**src/rtl/minterm_scanner_pkg.sv**
```systemverilog
// Shared types and constants for the minterm scanner.
package minterm_scanner_pkg;

    localparam int N_VARS_DEF = 5;

    typedef enum logic [1:0] {
        S_IDLE  = 2'd0,
        S_PROBE = 2'd1,
        S_EMIT  = 2'd2,
        S_DONE  = 2'd3
    } state_t;

endpackage

```
**src/rtl/minterm_scanner.sv**
```systemverilog
// Sweeps every input code through an external combinational function and
// streams out, over valid/ready, each code where the function is true.
// Also accumulates the number of accepted minterms for the sweep.
module minterm_scanner
    import minterm_scanner_pkg::*;
#(
    parameter int N_VARS = N_VARS_DEF
) (
    input  logic              clk,
    input  logic              rst,
    input  logic              start,
    output logic              busy,
    output logic              done,
    output logic [N_VARS-1:0] fn_in,
    input  logic              fn_f,
    output logic              m_valid,
    input  logic              m_ready,
    output logic [N_VARS-1:0] m_index,
    output logic [N_VARS:0]   count
);

    localparam logic [N_VARS-1:0] MAX = {N_VARS{1'b1}};

    state_t            state, state_nxt;
    logic [N_VARS-1:0] idx;
    logic              at_max;

    assign at_max  = (idx == MAX);
    assign fn_in   = idx;
    assign busy    = (state != S_IDLE);
    assign done    = (state == S_DONE);
    // m_valid is exactly "in EMIT": it is set on entry and cleared on handshake.
    assign m_valid = (state == S_EMIT);

    // State register.
    always_ff @(posedge clk or posedge rst) begin
        if (rst) state <= S_IDLE;
        else     state <= state_nxt;
    end

    // Next-state logic; the terminal probe at MAX never wraps idx.
    always_comb begin
        state_nxt = state;
        case (state)
            S_IDLE:  if (start) state_nxt = S_PROBE;
            S_PROBE: begin
                if (fn_f)        state_nxt = S_EMIT;
                else if (at_max) state_nxt = S_DONE;
            end
            S_EMIT:  if (m_ready) state_nxt = at_max ? S_DONE : S_PROBE;
            S_DONE:  state_nxt = S_IDLE;
            default: state_nxt = S_IDLE;
        endcase
    end

    // Probe counter, captured minterm and accepted-minterm accumulator.
    always_ff @(posedge clk or posedge rst) begin
        if (rst) begin
            idx     <= '0;
            m_index <= '0;
            count   <= '0;
        end else begin
            case (state)
                S_IDLE: if (start) begin
                    idx   <= '0;
                    count <= '0;
                end
                S_PROBE: begin
                    if (fn_f)         m_index <= idx;
                    else if (!at_max) idx     <= idx + 1'b1;
                end
                S_EMIT: if (m_ready) begin
                    count <= count + 1'b1;
                    if (!at_max) idx <= idx + 1'b1;
                end
                default: ;
            endcase
        end
    end

endmodule

```
**config.mk**
```make
export PLATFORM = sky130hd
export DESIGN_NAME = minterm_scanner
export DESIGN_NICKNAME = d
export VERILOG_FILES = /design/src/rtl/minterm_scanner_pkg.sv /design/src/rtl/minterm_scanner.sv
export SDC_FILE = /design/constraint.sdc
export NUM_CORES = 1
export LEC_CHECK = 0
export ABC_AREA = 0
export CAP_MARGIN = 20
export CELL_PAD_IN_SITES_DETAIL_PLACEMENT = 0
export CELL_PAD_IN_SITES_GLOBAL_PLACEMENT = 1
export CORE_ASPECT_RATIO = 0.6
export CORE_MARGIN = 5
export CORE_UTILIZATION = 40
export CTS_CLUSTER_DIAMETER = 50
export DETAILED_ROUTE_END_ITERATION = 8
export PLACE_DENSITY = 0.79
export SKIP_CTS_REPAIR_TIMING = 1
export SLEW_MARGIN = 20
export SYNTH_ARGS = -nofsm -noshare
export SYNTH_HDL_FRONTEND = slang
export SYNTH_SLANG_ARGS = --single-unit
```
**constraint.sdc**
```tcl
create_clock -name clk -period 3.3 [get_ports clk]
set_clock_uncertainty 0.2 [all_clocks]
set_input_delay 0.495 -clock clk [delete_from_list [all_inputs] [get_ports clk]]
set_output_delay 0.495 -clock clk [all_outputs]
set_load 0.005 [all_outputs]
```
=== Yosys cells after proc, flatten, opt, wreduce, memory -nomap -nowiden ===
Index checks and enable logic that the tools add are counted.
Widths: inputs -> output; s select.

* Bits in registers: 18
* Output and inout bits: 19
* Logic and storage cells: 36

* Add/subtract/negate cells: 2
* Equal/unequal tests: 8
* Multiplexer cells: 14
* Reductions and logical operators: 8

{| class="wikitable"
|+ Operators by type and width
! cell !! number
|-
| $mux 5 || 4
|-
| $pmux 5 s3 || 1
|-
| $mux 6 || 2
|-
| $pmux 6 s2 || 1
|-
| $mux 2 || 5
|-
| $pmux 2 s4 || 1
|-
| $add 6x1->6 const B || 1
|-
| $reduce_and 3->1 || 2
|-
| $add 5x1->5 const B || 1
|-
| $eq 5x5->1 const B || 1
|-
| $eq 2x2->1 const B || 2
|-
| $ne 2x2->1 const B || 2
|-
| $reduce_and 4->1 || 1
|-
| $reduce_bool 2->1 || 2
|-
| $ne 3x3->1 const B || 1
|-
| $reduce_bool 3->1 || 1
|-
| $eq 2x1->1 const B || 1
|-
| $logic_not 2->1 || 1
|-
| $ne 2x1->1 const B || 1
|-
| $reduce_and 2->1 || 1
|}

=== Logic depth before layout (Yosys ltp) ===
* Depth in word-level cells: 4
* Gate-level depth with buffers: 8
* Depth with buffers taken out: 6

=== Least setup slack after synthesis ===
Ideal clock, no wire load.

* Path kind: register to register
* Start: register state[0]
* End: register state[0]
* Setup time: 0.118 ns
* Data arrival time: 1.545 ns
* Data required time: 2.982 ns
* Path slack: 1.437 ns
* Cell stages (with the launch flop): 9
* Path buffers: 2
* Clock period less this slack: 1.863 ns
* Cells stage by stage: dfrtp_1 inv_1 ha_1 buf_6 nand2b_4 and2_4 buf_8 a31oi_4 o2bb2a_4

* Cells in the longest elaborated chain, start to end: 3
* Elaborated cells on any way between the ends: 9
* Classes of those cells: eq/ne: 6; mux: 1; reduce/logical: 2

{| class="wikitable"
|+ Ends and longest elaborated chain
! item !! RTL line !! text
|-
| from (decl) || minterm_scanner.sv:24 || <nowiki>state_t state, state_nxt;</nowiki>
|-
| from (signal assigned) || minterm_scanner.sv:38 || <nowiki>else state <= state_nxt;</nowiki>
|-
| $eq 2x2->1 (*) || - ||
|-
| net m_valid || minterm_scanner.sv:16 || <nowiki>output logic m_valid,</nowiki>
|-
| $ne 2x1->1 (no source line) || - ||
|-
| $reduce_and 3->1 (no source line) || - ||
|}

The timed path passes the listed nets; every way through them passes the cells marked *.
A chain may end at the register's enable or synchronous reset.

=== Final worst setup path ===
* Start: register state[0]
* End: output port m_valid

* Cells in the longest elaborated chain, start to end: 1

{| class="wikitable"
|+ Ends and longest elaborated chain
! item !! RTL line !! text
|-
| $eq 2x2->1 || minterm_scanner.sv:33 || <nowiki>assign m_valid = (state == S_EMIT);</nowiki>
|-
| to (decl) || minterm_scanner.sv:16 ||
|}

No other way between the ends.

==> parameters.txt <==
Parameter                              Value

STA
  Crit path time final    2.60 ns
  Fin Setup TNS    0 ns
  Final Setup Violations    0
  Final clock period utilization by the worst path    78.9%
  Final Hold Violating Endpoints    0
  Setup repair after global routing missed its margin    no
  Least-Margin Pin Slew    0.666 ns
  Final worst hold slack    0.287 ns
  Final slew viol count    0
  Max Freq    384 MHz
  Final WS setup    0.696 ns
  Max transition margin    55.5%

Global routing
  Global-route total usage across every layer    12.5%
  Gr ovfl total    0
  Antenna violations before repair    0
  Maximum number of pins on one net before global-route repair    19
  Number of global-route vias before repair    766
  Global-route wire length before repair    3830 µm

Final layout
  Fraction of final layout cells with drive strength greater than 1    15.4%
  Nets    137
  FILL cells    225
  Design area    1380 µm²
  Final Core Density    54.1%
  Area of the multi-input gates    573 µm²
  ANT cells    0
  Filler-free cell count of the finished design    155
  Area used by sequential logic in the layout    450 µm²
  Relative area change from synthesis to final layout    27.2%

Clock network
  Clock sinks    18
  Clk_lat worst skew    0.25 ns
  Root buffer cell    clkbuf_8
  Max H-tree Level    1
  Num CTS Buffers    3
  TritonCTS clock tree    yes
  Longest Clk Path Bufs    2
  Clock transition at path regs    0.07 ns

Drt
  Drt total wl    2290 µm
  Detail Route Antenna Nets    0
  Routed via count    844
  TritonRoute pass-1 iters    4
  Mean number of vias per cell    5.45
  Iteration-0 DRC Markers    56
  DR WL/cell    14.8 µm
  Number of remaining DRC errors    0

Worst setup path
  Delay of the slowest critical-path stage    0.59 ns
  Crit path max-delay family    buffers and inverters
  Critical-path cell list    inv_1 -> ha_1 -> clkdlybuf4s50_1
  Maximum fanout along the worst path    11
  Arrival time of the worst setup path    1.91 ns
  Highest-delay cell along the critical path    clkdlybuf4s50_1
  Worst flop-to-flop path startpoint    fn_in[0]
  Launch point of the worst path    state[0]
  Kind of end point of the critical path    primary output
  Req. time, crit path    2.60 ns
  Worst Setup Start Kind    flop
  Kind of critical path    reg2out
  Sum of buffers and inverters on the critical path    2

Yosys
  Post-Syn Nets    112
  Proportion of synthesized chip area in sequential cells    41.7%
  Number of cells produced by synthesis    99
  Number of synthesized flops with an enable pin    0
  Area share of the largest cell type after synthesis    41.7%
  Avg Synthesized Cell Area    10.9 µm²
  Total standard cell area after synthesis    1080 µm²
  Netlist cell types    34
  Proportion of synthesized flip-flops having asynchronous set or reset    100%
  Synthesis warning total    0
  Cell types with the largest area share after synthesis    dfrtp_1, ha_1, mux2_2
  Cell type with the highest aggregate area in the netlist    dfrtp_1
  Most used DFF post-synth    dfrtp_1
  Flop and latch count out of synthesis    18

Place
  Gpl congestion    0.714
  Cell total after placement    151
  Placed standard-cell area    1320 µm²
  Port bufs    23
  DPL Wire Length    1770 µm
  Post-place setup slack    0.959 ns

Power
  Total Power    1.21 mW
  Standby leakage power    0.612 nW
  Maximum vdd ir drop    0.382 mV
  Power per Cell Area    881 nW/µm²

Floorplan
  Number of core rows    14
  I/O pin cnt    24
  DIE HEIGHT    50.3 µm
  Area of the core region    2540 µm²
  Area of the die    3880 µm²
  Starting density of the core    42.6%
  Floorplan die width    77.1 µm

Run
  Max-cap violations    0

Worst hold path
  Hold path start    count[5]
  Class of the tightest hold or removal check    reg2reg

Status
  Status    finished, final reports clean
==> layout by cell type (no fill, tap or decap), types with 2 or more instances in the layout <==
master / count
clkdlybuf4s50_1: 23
dfrtp_1: 18
nand2_1: 9
ha_1: 8
inv_1: 7
o21ai_0: 5
mux2_2: 5
o211ai_1: 4
and3_1: 4
clkbuf_8: 4
nand2b_1: 3
o31ai_1: 3
nand4b_1: 3
nand3_1: 3
nor2b_1: 2
a21oi_1: 2
and2_2: 2
a22o_1: 2
a31oi_1: 2
==> kinds of logic (layout without fill, tap and decap cells) <==
family	count (synthesis)	count (layout)	share of synthesized area, %
compound gates	24	24	18.9
flops	18	18	41.7
buf+inv	10	34	5.32
mux	5	5	5.21
fa+ha+maj	8	8	9.26
simple gates	34	34	19.7
==> cell type report <==
type	instances	area share, %
Sequential cell	18	32.8
Clock buffer	4	4.00
Timing Repair Buffer	23	16.7
Inverter	7	1.91
Multi-Input combinational cell	71	41.7
Tap cell	32	2.91
==> where the power goes <==
part / total, mW / switching (mW) / internal (mW)
Combinational: 0.647 / 0.311 / 0.336
Sequential: 0.385 / 0.0861 / 0.299
Clock: 0.179 / 0.0734 / 0.106
Total: 1.21 / 0.470 / 0.741
==> final timing paths <==
path / end / slack [ns] / depth (start not counted)
max: m_valid / 0.70 / 3
min: count[5] / 0.29 / 1
max reg2reg: fn_in[2] / 1.20 / 6
min reg2reg: count[5] / 0.29 / 1
max in group asynchronous: state[0] / 2.04 / 2
min in group asynchronous: count[0] / 0.43 / 2
==> state kept, by name (all words and copies together), names as in the netlist <==
signal	count
state	2
m_index	5
fn_in	5
count	6
==> metal layers <==
metal  global-route usage (%)  wire, µm  vias to the layer above
met5                        0         0                        -
met3                     4.82        99                        2
li1                         -         -                      409
met2                     17.9       990                       16
met1                     17.7      1180                      417
met4                     3.43        13                        0
==> cells in the mapped netlist (2+ instances only) <==
| library cell | instances |
|---|---|
| a31oi_1 | 2 |
| nand3_1 | 3 |
| nand4b_1 | 3 |
| a22o_1 | 2 |
| inv_1 | 7 |
| nand2_1 | 9 |
| nand2b_1 | 3 |
| a21oi_1 | 2 |
| and2_2 | 2 |
| dfrtp_1 | 18 |
| o21ai_0 | 5 |
| o31ai_1 | 3 |
| nor2b_1 | 2 |
| o211ai_1 | 4 |
| ha_1 | 8 |
| mux2_2 | 5 |
| and3_1 | 4 |
Note: power is estimated with default switching activity, not from simulation.
